## src/rtl/cla_serial_adder.sv

```systemverilog
// ---------------------------------------------------------------------------
// cla_serial_adder
//
// Multi-cycle WIDTH-bit adder built around a single 4-bit carry-lookahead
// slice. Operands are captured on a start handshake and one 4-bit group is
// processed per clock, least-significant group first. The carry between
// groups is held in a register, so there is no lookahead across groups.
//
// Parameters:
//   WIDTH  operand/result width, a multiple of 4 and at least 4
//
// Ports:
//   clk    in   rising-edge clock
//   rst_n  in   asynchronous active-low reset
//   start  in   request, sampled only while ready=1
//   a      in   operand A, captured on the accepting edge
//   b      in   operand B, captured on the accepting edge
//   ci     in   carry-in, captured on the accepting edge
//   ready  out  high only in IDLE
//   done   out  one-cycle pulse, result valid
//   sum    out  registered result
//   co     out  registered carry-out of bit WIDTH-1
//   ovf    out  registered signed overflow (carry into MSB xor carry-out)
// ---------------------------------------------------------------------------
module cla_serial_adder #(
    parameter int WIDTH = 16
) (
    input  logic             clk,
    input  logic             rst_n,
    input  logic             start,
    input  logic [WIDTH-1:0] a,
    input  logic [WIDTH-1:0] b,
    input  logic             ci,
    output logic             ready,
    output logic             done,
    output logic [WIDTH-1:0] sum,
    output logic             co,
    output logic             ovf
);

    localparam int N  = WIDTH / 4;
    localparam int IW = (N > 1) ? $clog2(N) : 1;

    localparam logic [1:0] IDLE = 2'd0;
    localparam logic [1:0] RUN  = 2'd1;
    localparam logic [1:0] DONE = 2'd2;

    localparam logic [IW-1:0] LAST_GROUP = IW'(N - 1);

    logic [1:0]       state_q, state_d;
    logic [WIDTH-1:0] opA_q, opA_d;
    logic [WIDTH-1:0] opB_q, opB_d;
    logic             carry_q, carry_d;
    logic [IW-1:0]    index_q, index_d;
    logic [WIDTH-1:0] sum_q, sum_d;
    logic             co_q, co_d;
    logic             ovf_q, ovf_d;

    logic [3:0] grpA;
    logic [3:0] grpB;
    logic [3:0] p;
    logic [3:0] g;
    logic [4:0] c;
    logic [3:0] grpSum;

    // Select the operand nibbles of the group currently pointed to by the
    // index register. A constant-bounded loop keeps the mux free of
    // variable part-selects and width casts.
    always_comb begin
        grpA = '0;
        grpB = '0;
        for (int k = 0; k < N; k++) begin
            if (index_q == IW'(k)) begin
                grpA = opA_q[4*k +: 4];
                grpB = opB_q[4*k +: 4];
            end
        end
    end

    // Two-level lookahead for the selected group. Every carry is written
    // directly in terms of propagate/generate and the registered group
    // carry-in, so no carry ripples through the slice.
    always_comb begin
        p = grpA ^ grpB;
        g = grpA & grpB;
        c[0] = carry_q;
        c[1] = g[0] | (p[0] & c[0]);
        c[2] = g[1] | (p[1] & g[0]) | (p[1] & p[0] & c[0]);
        c[3] = g[2] | (p[2] & g[1]) | (p[2] & p[1] & g[0])
             | (p[2] & p[1] & p[0] & c[0]);
        c[4] = g[3] | (p[3] & g[2]) | (p[3] & p[2] & g[1])
             | (p[3] & p[2] & p[1] & g[0])
             | (p[3] & p[2] & p[1] & p[0] & c[0]);
        grpSum = p ^ c[3:0];
    end

    // Sequencer and datapath next-state. An accepted request clears the
    // visible result so unprocessed groups read zero while running. The
    // last group also produces carry-out and signed overflow, and the index
    // stops at the last group instead of wrapping.
    always_comb begin
        state_d = state_q;
        opA_d   = opA_q;
        opB_d   = opB_q;
        carry_d = carry_q;
        index_d = index_q;
        sum_d   = sum_q;
        co_d    = co_q;
        ovf_d   = ovf_q;
        case (state_q)
            IDLE: begin
                if (start) begin
                    opA_d   = a;
                    opB_d   = b;
                    carry_d = ci;
                    index_d = '0;
                    sum_d   = '0;
                    co_d    = 1'b0;
                    ovf_d   = 1'b0;
                    state_d = RUN;
                end
            end
            RUN: begin
                for (int k = 0; k < N; k++) begin
                    if (index_q == IW'(k)) begin
                        sum_d[4*k +: 4] = grpSum;
                    end
                end
                carry_d = c[4];
                if (index_q == LAST_GROUP) begin
                    co_d    = c[4];
                    ovf_d   = c[3] ^ c[4];
                    state_d = DONE;
                end else begin
                    index_d = index_q + IW'(1);
                end
            end
            DONE: begin
                state_d = IDLE;
            end
            default: begin
                state_d = IDLE;
            end
        endcase
    end

    // State and datapath registers. Reset discards any operation in flight,
    // including a partially built sum, and returns to the idle values.
    always_ff @(posedge clk or negedge rst_n) begin
        if (!rst_n) begin
            state_q <= IDLE;
            opA_q   <= '0;
            opB_q   <= '0;
            carry_q <= 1'b0;
            index_q <= '0;
            sum_q   <= '0;
            co_q    <= 1'b0;
            ovf_q   <= 1'b0;
        end else begin
            state_q <= state_d;
            opA_q   <= opA_d;
            opB_q   <= opB_d;
            carry_q <= carry_d;
            index_q <= index_d;
            sum_q   <= sum_d;
            co_q    <= co_d;
            ovf_q   <= ovf_d;
        end
    end

    // Handshake flags are decoded straight from the state register, and the
    // result outputs come directly from their registers.
    always_comb begin
        ready = (state_q == IDLE);
        done  = (state_q == DONE);
        sum   = sum_q;
        co    = co_q;
        ovf   = ovf_q;
    end

endmodule
```

## config.mk

```make
export PLATFORM = sky130hd
export DESIGN_NAME = cla_serial_adder
export DESIGN_NICKNAME = d
export VERILOG_FILES = /design/src/rtl/cla_serial_adder.sv
export SDC_FILE = /design/constraint.sdc
export NUM_CORES = 1
export LEC_CHECK = 0
export BUFFER_PORTS_ARGS = -buffer_cell sky130_fd_sc_hd__buf_2
export CAP_MARGIN = 40
export CORE_MARGIN = 2
export CORE_UTILIZATION = 34
export DETAILED_ROUTE_END_ITERATION = 10
export GPL_TIMING_DRIVEN = 0
export SLEW_MARGIN = 0
export SYNTH_ARGS = -nofsm -noshare
export SYNTH_HDL_FRONTEND = slang
export SYNTH_SLANG_ARGS = --single-unit
```

## constraint.sdc

```tcl
create_clock -name clk -period 3.22 [get_ports clk]
set_input_delay 0.966 -clock clk [delete_from_list [all_inputs] [get_ports clk]]
set_output_delay 0.966 -clock clk [all_outputs]
set_load 0.02 [all_outputs]
```

### Yosys cells after proc, flatten, opt, wreduce, memory -nomap -nowiden

Cells that the tools add are included.

| word-level totals | value |
|---|---|
| input port bits | 36 |
| register bits | 55 |
| logic and storage cells | 91 |
| output and inout port bits | 20 |

| cells by class | value |
|---|---|
| mux-type cells | 27 |
| reductions and logical operators | 11 |
| bitwise gates (word level) | 30 |
| add/subtract/negate cells | 1 |
| equality and inequality tests | 11 |

Operators with widths:

| operator | count |
|---|---|
| $mux 4 | 12 |
| $pmux 16 s2 | 1 |
| $and 1x1->1 | 16 |
| $mux 16 | 1 |
| $reduce_and 3->1 | 5 |
| $ne 2x2->1 const B | 6 |
| $or 1x1->1 | 10 |
| $mux 2 | 4 |
| $pmux 2 s2 | 2 |
| $xor 4x4->4 | 2 |
| $eq 2x2->1 const B | 3 |
| $pmux 1 s2 | 3 |
| $reduce_and 2->1 | 3 |
| $and 4x4->4 | 1 |
| $eq 2x1->1 const B | 2 |
| $logic_not 2->1 | 2 |
| $mux 1 | 4 |
| $add 2x1->2 const B | 1 |
| $reduce_bool 2->1 | 1 |
| $xor 1x1->1 | 1 |

### Depth between registers and ports, before layout

Gate-level depths: netlist of the first run.

| logic depth | value |
|---|---|
| word-level depth | 14 |
| mapped depth | 10 |
| depth with buffers taken out | 9 |

### Worst setup path before layout of the first run

No wires, ideal clock.

| timing | value |
|---|---|
| kind | reg2reg |
| start | register index_q[0] |
| end | register sum_q[10] (netlist: sum[10]) |
| period minus slack after synthesis | 2.729 ns |
| data required time | 3.110 ns |
| setup time | 0.110 ns |
| arrival time | 2.619 ns |
| buffers on the path | 1 |
| path slack | 0.491 ns |
| cell stages (with the launch flop) | 11 |
| cell sequence | dfrtp_1 -> inv_1 -> ha_1 -> nor2b_1 -> clkbuf_1 -> a221oi_1 -> o31ai_1 -> ha_1 -> a211oi_4 -> nor2_1 -> o41ai_1 |

| on the way | value |
|---|---|
| cells in the longest elaborated chain, start to end | 12 |
| elaborated cells on any way between the ends | 24 |
| classes of those cells | eq/ne: 4; mux: 10; bitwise: 8; reduce/logical: 2 |

RTL lines:

| item | RTL line | text |
|---|---|---|
| start: declaration | 54 | `logic [IW-1:0] index_q, index_d;` |
| start signal: assignment | 164 | `index_q <= index_d;` |
| $logic_not 2->1 | 73 | `if (index_q == IW'(k)) begin` |
| $mux 4 (4 in series) | 73 |  |
| $xor 4x4->4 / $and 4x4->4 (equally long branches) | 84, 85 |  |
| $and 1x1->1 | 88 | `c[2] = g[1] \| (p[1] & g[0]) \| (p[1] & p[0] & c[0]);` |
| $or 1x1->1 / $and 1x1->1 (equally long branches) | 88 |  |
| $or 1x1->1 | 88 |  |
| $xor 4x4->4 | 94 | `grpSum = p ^ c[3:0];` |
| $mux 4 | 125 | `if (index_q == IW'(k)) begin` |
| $pmux 16 s2 | 110 | `case (state_q)` |
| end signal: assignment | 165 | `sum_q <= sum_d;` |
| end: declaration | 55 | `logic [WIDTH-1:0] sum_q, sum_d;` |

Several ways; a longest one is shown, not always the timed one. The select of a mux whose other input is x is not followed.
A chain may end at the register's enable or synchronous reset.

### Final worst setup path of the first run

Same ends and word-level chain as after synthesis.

==> results.tsv, run 1 <==
stage	metric	value	unit
detailed_routing	DRC errors left	0	
hold_path	worst hold path endpoint	opA_q[9]$_DFFE_PN0P_	
clock_network	CTS Buf Count	5	
setup_path	r2r worst-path depth	10	
run	MaxCap Viol Count	0	
grt	antenna violations before repair	0	
detailed_routing	post-detailed-route count of antenna-violating nets	0	
place	GP Congestion	0.807	
floorplanning	I/O Pins	56	
floorplanning	initial core utilization	34.8	%
synth	synth top area cells	dfrtp_1 (48%), nand2_1 (14%), ha_1 (3.5%), o211ai_1 (2.9%), nor2b_1 (2.4%)	
synth	Async SR Flop Fraction	100	%
setup_path	endpoint class of the critical path	flop	
synth	share of the synthesized area in the top cell type	48.4	%
place	Placement Cell Area	0.00327	mm^2
clock_network	CTS max path bufs	2	
floorplanning	core area	0.00818	mm^2
floorplanning	die width	95.5	um
sta	endpoints failing hold	0	
synth	Syn. warnings	0	
place	HPWL after DPL	5130	um
detailed_routing	detailed-route via count	2381	
cells_and_area	Final Instance Area	0.00340	mm^2
floorplanning	# rows	33	
hold_path	worst min-delay path class	reg2reg	
setup_path	R2R Path End	sum[10]$_DFFE_PN0P_	
sta	Slew Limit Fails	0	
sta	Fin Clk Skew	0.00682	ns
clock_network	Worst-path clk slew	0.09	ns
setup_path	Crit Path Category	reg2reg	
floorplanning	die span in y	95.5	um
clock_network	clock sink count	55	
cells_and_area	Final #Nets	413	
detailed_routing	vias per inst	5.04	
sta	RSZ-0062 raised after global routing	no	
floorplanning	die area	0.00912	mm^2
synth	syn_area_per_cell	9.42	um^2
synth	mapped cell area	0.00285	mm^2
synth	area leader, netlist	dfrtp_1	
sta	fmax	332	MHz
sta	final hold slack	0.486	ns
setup_path	R2R setup slack	0.21	ns
hold_path	hold path start	opA_q[9]$_DFFE_PN0P_	
sta	final setup fails	0	
clock_network	CTS tree	done	
sta	Max-slew headroom	59.2	%
detailed_routing	routed length per placed instance	14.9	um
clock_network	Clock Tree Root	clkbuf_8	
pwr	Max VDD drop	335	uV
cells_and_area	Synth-to-Final Area Change	19.5	%
grt	first-pass GRT wire length	11500	um
clock_network	Clock Latency Late Sink	0.30	ns
detailed_routing	DRT iter0 DRCs	88	
clock_network	H-tree Lvls	2	
synth	sequential element share of the synthesized area	48.4	%
detailed_routing	final wirelength	7030	um
clock_network	CTS hold repair buffers	0	
sta	period utilization	93.6	%
setup_path	Worst Path Max Fanout	7	
sta	Least-Margin Pin Slew	0.611	ns
setup_path	worst endpoint required time	3.41	ns
grt	GRT Util Overall	16.2	%
cells_and_area	layout cells sized above 1	26.2	%
setup_path	CP arrival	3.20	ns
setup_path	CP startpoint kind	flop	
grt	pin count of the biggest net entering global routing	31	
setup_path	Crit Reg-Reg Startpoint	index_q[0]$_DFFE_PN0P_	
run_status	status	finished clean	
pwr	LEAKAGE	1.73	nW
hold_path	Min-Delay Path Depth	2	
grt	vias in the first global route	2344	
grt	grt ovf	0	
place	Setup Slack @ Placement	-0.124	ns
cells_and_area	diode count	0	
pwr	Design Power	0.00384	W
synth	register bit count reported by yosys	55	
place	port bufs	55	
pwr	power per cell area	1130	mW/mm^2
sta	min Tclk post-route	3.01	ns
synth	post-synth net total	347	
synth	Top FF cell, synth	dfrtp_1	
sta	worst setup margin	0.207	ns
synth	Netlist cell types	44	
detailed_routing	First-pass DRT Iterations	4	
synth	EDFF count, synth	0	
synth	Gate Count Post-Synth	302	
[area by class of cell]
cell class / count / area, um^2
fill: 861 / 4780
sequential: 55 / 1380
multi-input combinational: 220 / 1350
timing repair buffer: 59 / 318
tap: 105 / 131
buffer: 20 / 123
clock buffer: 5 / 68.8
inverter: 7 / 26.3
clock inverter: 1 / 7.51
[cell usage in the layout (no fill, tap or decap), types with 2 or more instances in the layout]
cell	synthesis	layout
buf_4	2	5
o31ai_1	9	7
o21ai_0	6	6
clkbuf_1	9	6
ha_1	8	8
o2bb2ai_1	3	3
a21oi_1	2	2
nand2_1	109	109
dfrtp_1	55	55
nand3b_1	4	4
o41ai_1	2	2
nor2_1	4	4
and4b_1	5	5
o211ai_1	11	11
and3b_1	2	2
o311ai_1	2	2
clkbuf_2	0	3
a221oi_1	7	6
buf_2	5	60
o31ai_2	0	2
mux2_2	5	5
nor2b_1	11	11
nand3_1	6	6
o41ai_2	2	2
inv_1	7	7
buf_6	4	4
a21o_1	2	2
clkbuf_8	0	5
[metrics by stage]
step / setup TNS, ns / std cells / utilization (%)
after CTS: 0 / 469 / 41.0
after floorplan: 0 / 302 / -
final: 0 / 472 / 41.6
after global routing: 0 / 472 / 41.6
after detailed placement: -0.771 / 463 / 40.0
after global placement: -0.190 / 462 / 39.8
[cell families (layout without fill, tap and decap cells)]
kind of cell | after synthesis | in the layout | synth area share, %
buffers and inverters | 27 | 92 | 5.10
adder cells (fa/ha/maj) | 9 | 9 | 4.22
XOR/XNOR | 1 | 1 | 0.308
AO/OA/AOI/OAI | 55 | 55 | 15.7
AND/OR/NAND/NOR | 149 | 149 | 24.0
flip-flops | 55 | 55 | 48.4
multiplexers | 6 | 6 | 2.33
[worst max-delay path by stage]
stage	cells after the start	to	startpoint	slack (ns)
6_report	10	sum[10]$_DFFE_PN0P_	index_q[0]$_DFFE_PN0P_	0.21
5_1_grt	10	sum[6]$_DFFE_PN0P_	index_q[0]$_DFFE_PN0P_	0.03
4_1_cts	10	sum[10]$_DFFE_PN0P_	index_q[0]$_DFFE_PN0P_	0.08
3_5_place_dp	10	sum[10]$_DFFE_PN0P_	index_q[0]$_DFFE_PN0P_	-0.12
3_3_place_gp	10	carry_q$_DFFE_PN0P_	index_q[0]$_DFFE_PN0P_	-0.05
2_1_floorplan	10	sum[10]$_DFFE_PN0P_	index_q[0]$_DFFE_PN0P_	0.49
[worst max-delay path, cell delays in order (launching register included)]
cell,delay [ns]
dfrtp_1,0.42
inv_1,0.09
ha_1,0.29
nor2b_1,0.17
clkbuf_2,0.18
a221oi_1,0.40
o31ai_2,0.14
ha_1,0.37
a211oi_4,0.30
nor2_1,0.17
o41ai_1,0.37
[flip-flops by register name, indices dropped and copies added, names as in the netlist]
name / count
carry_q: 1
co: 1
index_q: 2
opA_q: 16
opB_q: 16
ovf: 1
state_q: 2
sum: 16
[layer usage]
metal / global-route usage [%] / up-vias / routed length, um
met5: 0 / - / 0
met4: 5.24 / 0 / 77
met3: 2.45 / 9 / 348
met2: 25.2 / 65 / 3260
met1: 23.2 / 1143 / 3340
li1: - / 1164 / -
[synth_stat cells (2+ instances only)]
library cell and count:
a211oi_1 2, a21o_1 2, a21oi_1 2, a221oi_1 7, and3b_1 2, and4b_1 5, buf_2 5, buf_4 2
buf_6 4, clkbuf_1 9, dfrtp_1 55, ha_1 8, inv_1 7, mux2_2 5, nand2_1 109, nand3_1 6
nand3b_1 4, nor2_1 4, nor2b_1 11, o211ai_1 11, o21ai_0 6, o2bb2ai_1 3, o311ai_1 2, o31ai_1 9
o41ai_1 2, o41ai_2 2
[where the power goes]
| group | leakage (nW) | switching, W | internal (W) | total [W] |
|---|---|---|---|---|
| Combinational | 0.994 | 0.00139 | 0.000912 | 0.00230 |
| Sequential | 0.696 | 0.000179 | 0.000995 | 0.00117 |
| Clock | 0.0361 | 0.000218 | 0.000145 | 0.000363 |
| Total | 1.73 | 0.00179 | 0.00205 | 0.00384 |
[repair_timing]
item,CTS,global route
gates resized for setup,3,6
pin swaps,0,1
setup endpoints to repair,11,11
endpoints found under the hold margin,0,0
setup buffers,0,3
No activity file was read; power rests on OpenSTA's default activity.
==> run 2, diff against run 1 <==
--- a/config.mk
+++ b/config.mk
@@ -11,6 +11,7 @@
 export CORE_UTILIZATION = 34
 export DETAILED_ROUTE_END_ITERATION = 10
 export GPL_TIMING_DRIVEN = 0
+export PLACE_DENSITY = 0.66
 export SLEW_MARGIN = 0
 export SYNTH_ARGS = -nofsm -noshare
 export SYNTH_HDL_FRONTEND = slang
==> results.tsv, run 2 (synthesized netlist as in run 1, its figures left out) <==
stage	metric	value	unit
floorplanning	die span in y	95.5	um
detailed_routing	detailed-route via count	2403	
sta	final setup fails	0	
sta	Slew Limit Fails	0	
pwr	Max VDD drop	379	uV
pwr	LEAKAGE	1.73	nW
place	GP Congestion	0.890	
cells_and_area	most common cell after layout, fill and taps aside	nand2_1	
grt	pin count of the biggest net entering global routing	38	
setup_path	worst endpoint required time	3.43	ns
detailed_routing	post-detailed-route count of antenna-violating nets	0	
sta	endpoints failing hold	0	
cells_and_area	diode count	0	
clock_network	CTS max path bufs	2	
floorplanning	die area	0.00912	mm^2
clock_network	Clock Latency Late Sink	0.31	ns
run_status	status	finished clean	
pwr	power per cell area	1130	mW/mm^2
clock_network	CTS tree	done	
sta	worst setup margin	0.212	ns
floorplanning	# rows	33	
clock_network	Clock Tree Root	clkbuf_8	
floorplanning	I/O Pins	56	
grt	grt ovf	0	
cells_and_area	Final #Nets	411	
cells_and_area	Synth-to-Final Area Change	19.6	%
place	Placement Cell Area	0.00327	mm^2
sta	Fin Clk Skew	0.00802	ns
cells_and_area	Final Instance Area	0.00340	mm^2
grt	antenna violations before repair	0	
cells_and_area	most frequent cells in the layout	nand2_1 (109), buf_2 (60), dfrtp_1 (55)	
pwr	switching share of power	46.9	%
pwr	part of the power in registers	30.3	%
cells_and_area	layout cells sized above 1	26.4	%
sta	RSZ-0062 raised after global routing	no	
detailed_routing	First-pass DRT Iterations	4	
pwr	Clock power frac	10.7	%
clock_network	Worst-path clk slew	0.10	ns
cells_and_area	Fillers	835	
clock_network	CTS hold repair buffers	0	
sta	fmax	332	MHz
grt	GRT Util Overall	17.0	%
setup_path	endpoint class of the critical path	flop	
setup_path	CP arrival	3.22	ns
setup_path	CP startpoint kind	flop	
sta	Least-Margin Pin Slew	0.545	ns
pwr	Gate power share	59.1	%
detailed_routing	vias per inst	5.09	
run	MaxCap Viol Count	0	
pwr	Design Power	0.00384	W
sta	min Tclk post-route	3.01	ns
place	port bufs	55	
detailed_routing	routed length per placed instance	14.9	um
hold_path	worst min-delay path class	reg2reg	
cells_and_area	final core occ	41.6	%
grt	first-pass GRT wire length	12200	um
floorplanning	initial core utilization	34.8	%
clock_network	clock sink count	55	
sta	period utilization	93.4	%
detailed_routing	DRC errors left	0	
detailed_routing	DRT iter0 DRCs	131	
setup_path	Crit Path Category	reg2reg	
place	HPWL after DPL	5100	um
grt	vias in the first global route	2448	
pwr	P_sw	0.00180	W
floorplanning	core area	0.00818	mm^2
setup_path	Worst Path Max Fanout	7	
detailed_routing	final wirelength	7020	um
clock_network	CTS Buf Count	5	
floorplanning	die width	95.5	um
sta	Max-slew headroom	63.7	%
pwr	internal power	0.00204	W
place	Setup Slack @ Placement	-0.155	ns
clock_network	H-tree Lvls	2	
-- run 2: worst paths after layout --
| path | depth (start not counted) | slack, ns | from | end |
|---|---|---|---|---|
| setup / recovery | 10 | 0.21 | index_q[1]$_DFFE_PN0P_ | sum[10]$_DFFE_PN0P_ |
| hold / removal | 2 | 0.49 | opA_q[14]$_DFFE_PN0P_ | opA_q[14]$_DFFE_PN0P_ |
| setup reg to reg | 10 | 0.21 | index_q[1]$_DFFE_PN0P_ | sum[10]$_DFFE_PN0P_ |
| hold reg to reg | 2 | 0.49 | opA_q[14]$_DFFE_PN0P_ | opA_q[14]$_DFFE_PN0P_ |
| max in group asynchronous | 2 | 2.08 | rst_n | opB_q[10]$_DFFE_PN0P_ |
| min in group asynchronous | 1 | 0.58 | rst_n | co$_DFFE_PN0P_ |
-- run 2: final cells by class --
class                      count  area [um^2]  area share, %
sequential                    55         1380           40.4
multi-input combinational    220         1340           39.5
timing repair buffer          57          303           8.90
tap                          105          131           3.86
buffer                        20          124           3.64
clock buffer                   6         82.6           2.43
inverter                       7         26.3          0.772
clock inverter                 2         16.3          0.478
-- run 2: power groups by stage --
stage / combinational, W / sequential (W) / clock, W
after floorplan: 0.00151 / 0.00123 / 0
after global placement: 0.00211 / 0.00117 / 0
after global routing: 0.00254 / 0.00120 / 0.000454
final: 0.00227 / 0.00116 / 0.000410
after CTS: 0.00218 / 0.00116 / 0.000426
after detailed placement: 0.00215 / 0.00118 / 0
-- run 2: worst max-delay path, cell delays in order, from the launching register on --
cell	delay (ns)
dfrtp_1	0.42
inv_1	0.11
ha_1	0.30
nor2b_1	0.17
clkbuf_2	0.21
a221oi_1	0.12
o31ai_2	0.33
ha_1	0.32
a211oi_4	0.38
nor2_1	0.19
o41ai_1	0.35
-- run 2: layer usage --
layer	vias up	GRT usage [%]	part of all wire, %
li1	1175	-	-
met1	1154	24.4	48
met2	64	26.3	45
met3	10	3.16	4.6
met4	0	4.76	1.5
met5	-	0	0
-- run 2: through the flow --
step                setup TNS, ns  instances  hold slack (ns)
finish                          0        472            0.487
global route                    0        472            0.507
CTS                             0        471            0.489
detailed placement          -1.22        463            0.463
global placement           -0.301        462            0.459
floorplan                       0        302            0.437
-- run 2: timing repair --
item,in CTS,in global routing
setup buffers,0,1
endpoints found under the setup margin,11,11
pin swaps,0,2
gates resized for setup,3,9
==> run 3, diff against run 2 <==
--- a/config.mk
+++ b/config.mk
@@ -5,6 +5,7 @@
 export SDC_FILE = /design/constraint.sdc
 export NUM_CORES = 1
 export LEC_CHECK = 0
+export ABC_AREA = 1
 export BUFFER_PORTS_ARGS = -buffer_cell sky130_fd_sc_hd__buf_2
 export CAP_MARGIN = 40
 export CORE_MARGIN = 2
==> results.tsv, run 3 <==
stage	metric	value	unit
run_status	status	finished clean	
cells_and_area	Synth-to-Final Area Change	19.3	%
floorplanning	# rows	32	
floorplanning	I/O Pins	56	
synth	post-synth net total	372	
clock_network	Clock Latency Late Sink	0.31	ns
synth	commonest cells in the synthesized netlist	nand2_1 (155), dfrtp_1 (55), a21oi_1 (17)	
sta	RSZ-0062 raised after global routing	no	
detailed_routing	final wirelength	6080	um
clock_network	CTS Buf Count	5	
cells_and_area	layout cells sized above 1	23.8	%
synth	post-synthesis xor/xnor area fraction	0	%
place	GP Congestion	0.851	
grt	grt ovf	0	
pwr	power per cell area	1140	mW/mm^2
synth	largest family of logic cells by synthesized area	simple AND/OR/NAND/NOR gates	
clock_network	PostCTS Resize Cnt	0	
synth	Gate Count Post-Synth	327	
synth	Async SR Flop Fraction	100	%
clock_network	H-tree Lvls	2	
clock_network	CTS max path bufs	2	
detailed_routing	DRT iter0 DRCs	98	
floorplanning	die area	0.00870	mm^2
setup_path	Crit path max-delay family	simple AND/OR/NAND/NOR gates	
sta	period utilization	80.2	%
detailed_routing	detailed-route via count	2293	
clock_network	Worst-path clk slew	0.10	ns
synth	Top FF cell, synth	dfrtp_1	
sta	Slew Limit Fails	0	
sta	Setup TNS	0	ns
grt	first-pass GRT wire length	10500	um
detailed_routing	First-pass DRT Iterations	4	
cells_and_area	diode count	0	
synth	mux cell area share after synthesis	0	%
cells_and_area	most frequent cells in the layout	nand2_1 (155), buf_2 (59), dfrtp_1 (55)	
synth	area leader, netlist	dfrtp_1	
synth	sequential element share of the synthesized area	50.8	%
synth	post-synthesis compound-gate area fraction	8.49	%
sta	Max-slew headroom	58.5	%
grt	pin count of the biggest net entering global routing	30	
setup_path	CP arrival	2.79	ns
sta	endpoints failing hold	0	
setup_path	critical path's largest stage delay	0.42	ns
setup_path	Crit Path Category	reg2reg	
place	port bufs	55	
grt	GRT Util Overall	15.2	%
clock_network	CTS tree	done	
sta	final setup fails	0	
detailed_routing	routed length per placed instance	12.3	um
cells_and_area	Final #Nets	435	
sta	Fin Clk Skew	0.00988	ns
synth	count leader, synth	nand2_1	
synth	EDFF count, synth	0	
clock_network	postcts setup bufs	0	
floorplanning	core area	0.00773	mm^2
setup_path	CP Buf/Inv Count	2	
run	MaxCap Viol Count	0	
setup_path	worst endpoint required time	3.43	ns
setup_path	CP startpoint kind	flop	
pwr	Max VDD drop	384	uV
setup_path	slowest CP cell	dfrtp_1	
synth	Synth Area in Adders	4.43	%
synth	register bit count reported by yosys	55	
grt	vias in the first global route	2345	
sta	Least-Margin Pin Slew	0.622	ns
floorplanning	die width	93.3	um
hold_path	worst min-delay path class	reg2reg	
pwr	LEAKAGE	1.77	nW
sta	min Tclk post-route	2.58	ns
synth	Netlist cell types	26	
synth	syn_area_per_cell	8.29	um^2
clock_network	Clock Tree Root	clkbuf_8	
clock_network	clock sink count	55	
setup_path	crit-path cells	inv_1, ha_1, buf_2, nand2_1, o21ai_0, nand2_1, a21oi_1, ha_1, nand2_1, nor2_1, nor2_1, nand3_1, nand4_1, nand2_1	
detailed_routing	post-detailed-route count of antenna-violating nets	0	
cells_and_area	most common cell after layout, fill and taps aside	nand2_1	
grt	antenna violations before repair	0	
detailed_routing	DRC errors left	0	
synth	mapped cell area	0.00271	mm^2
synth	Post-Synth Simple-Gate Area	30.4	%
cells_and_area	final core occ	41.9	%
setup_path	Worst Path Max Fanout	10	
setup_path	endpoint class of the critical path	flop	
sta	fmax	387	MHz
detailed_routing	vias per inst	4.65	
synth	synth top area cells	dfrtp_1 (51%), nand2_1 (21%), ha_1 (3.7%), a21oi_1 (3.1%), nand3_1 (2.4%)	
setup_path	cell mode on critical path	nand2_1	
clock_network	CTS hold repair buffers	0	
synth	share of the synthesized area in the top cell type	50.8	%
floorplanning	die span in y	93.3	um
cells_and_area	Fillers	813	
place	HPWL after DPL	4670	um
floorplanning	initial core utilization	35.1	%
synth	Syn. warnings	0	
## run 3: changes by cell type in the layout (fill, tap and decap cells not counted), sizes merged, moves of 9 or more
cell	previous run	this run
a21oi	3	18
inv	7	17
nand2	109	159
nor2	4	14
nor2b	11	0
o211ai	12	0
o21ai	7	22
o31ai	9	0
## run 3: worst paths after layout
| check | startpoint | endpoint | slack (ns) | cells after the start |
|---|---|---|---|---|
| setup / recovery | index_q[1]$_DFFE_PN0P_ | sum[3]$_DFFE_PN0P_ | 0.64 | 14 |
| hold / removal | sum[9]$_DFFE_PN0P_ | sum[9]$_DFFE_PN0P_ | 0.48 | 2 |
| setup reg to reg | index_q[1]$_DFFE_PN0P_ | sum[3]$_DFFE_PN0P_ | 0.64 | 14 |
| hold reg to reg | sum[9]$_DFFE_PN0P_ | sum[9]$_DFFE_PN0P_ | 0.48 | 2 |
| max in group asynchronous | rst_n | opB_q[11]$_DFFE_PN0P_ | 1.98 | 2 |
| min in group asynchronous | rst_n | sum[2]$_DFFE_PN0P_ | 0.66 | 1 |
## run 3: metal layers
| layer | share of wire, % | vias to the layer above | global-route usage [%] |
|---|---|---|---|
| li1 | - | 1164 | - |
| met1 | 44 | 1066 | 19.0 |
| met2 | 50 | 55 | 26.6 |
| met3 | 4.2 | 8 | 2.98 |
| met4 | 1.3 | 0 | 4.17 |
| met5 | 0 | - | 0 |
## run 3: cell type report
cell class,instances,area [um^2],area share [%]
flip-flops and latches,55,1380,42.6
repair buffers,56,295,9.13
multi-input cells,243,1170,36.3
clock buffers,8,100,3.09
plain buffers,12,97.6,3.02
well taps,102,128,3.95
inverters,17,63.8,1.97
## run 3: kinds of logic (layout without fill, tap and decap cells)
family                     after synthesis  in the layout
adders and majority gates                9              9
buffers and inverters                   29             93
and+or+nand+nor                        194            194
DFF                                     55             55
AOI/OAI and AO/OA                       40             40
## run 3: worst reg2reg max path, delay by kind of cell (launching register included)
family,cells,cell delay (ns)
flip-flops,1,0.42
AND/OR/NAND/NOR,8,0.85
buffers and inverters,2,0.36
adder cells (fa/ha/maj),2,0.59
AO/OA/AOI/OAI,2,0.28
## run 3: power by group
group	switching (W)	total (W)	internal, W
Combinational	0.00134	0.00207	0.000732
Clock	0.000218	0.000415	0.000197
Sequential	0.000185	0.00119	0.00100
Total	0.00175	0.00368	0.00193
## run 3: through the flow
stage	instance area (um^2)	instances	total power [W]	hold WS [ns]	setup WS [ns]
5_1_grt	3230	493	0.00406	0.502	0.345
6_report	3230	493	0.00368	0.482	0.636
4_1_cts	3230	493	0.00371	0.489	0.633
2_1_floorplan	2710	327	0.00273	0.444	1.14
3_5_place_dp	3130	485	0.00328	0.464	0.677
3_3_place_gp	3110	484	0.00320	0.465	0.719
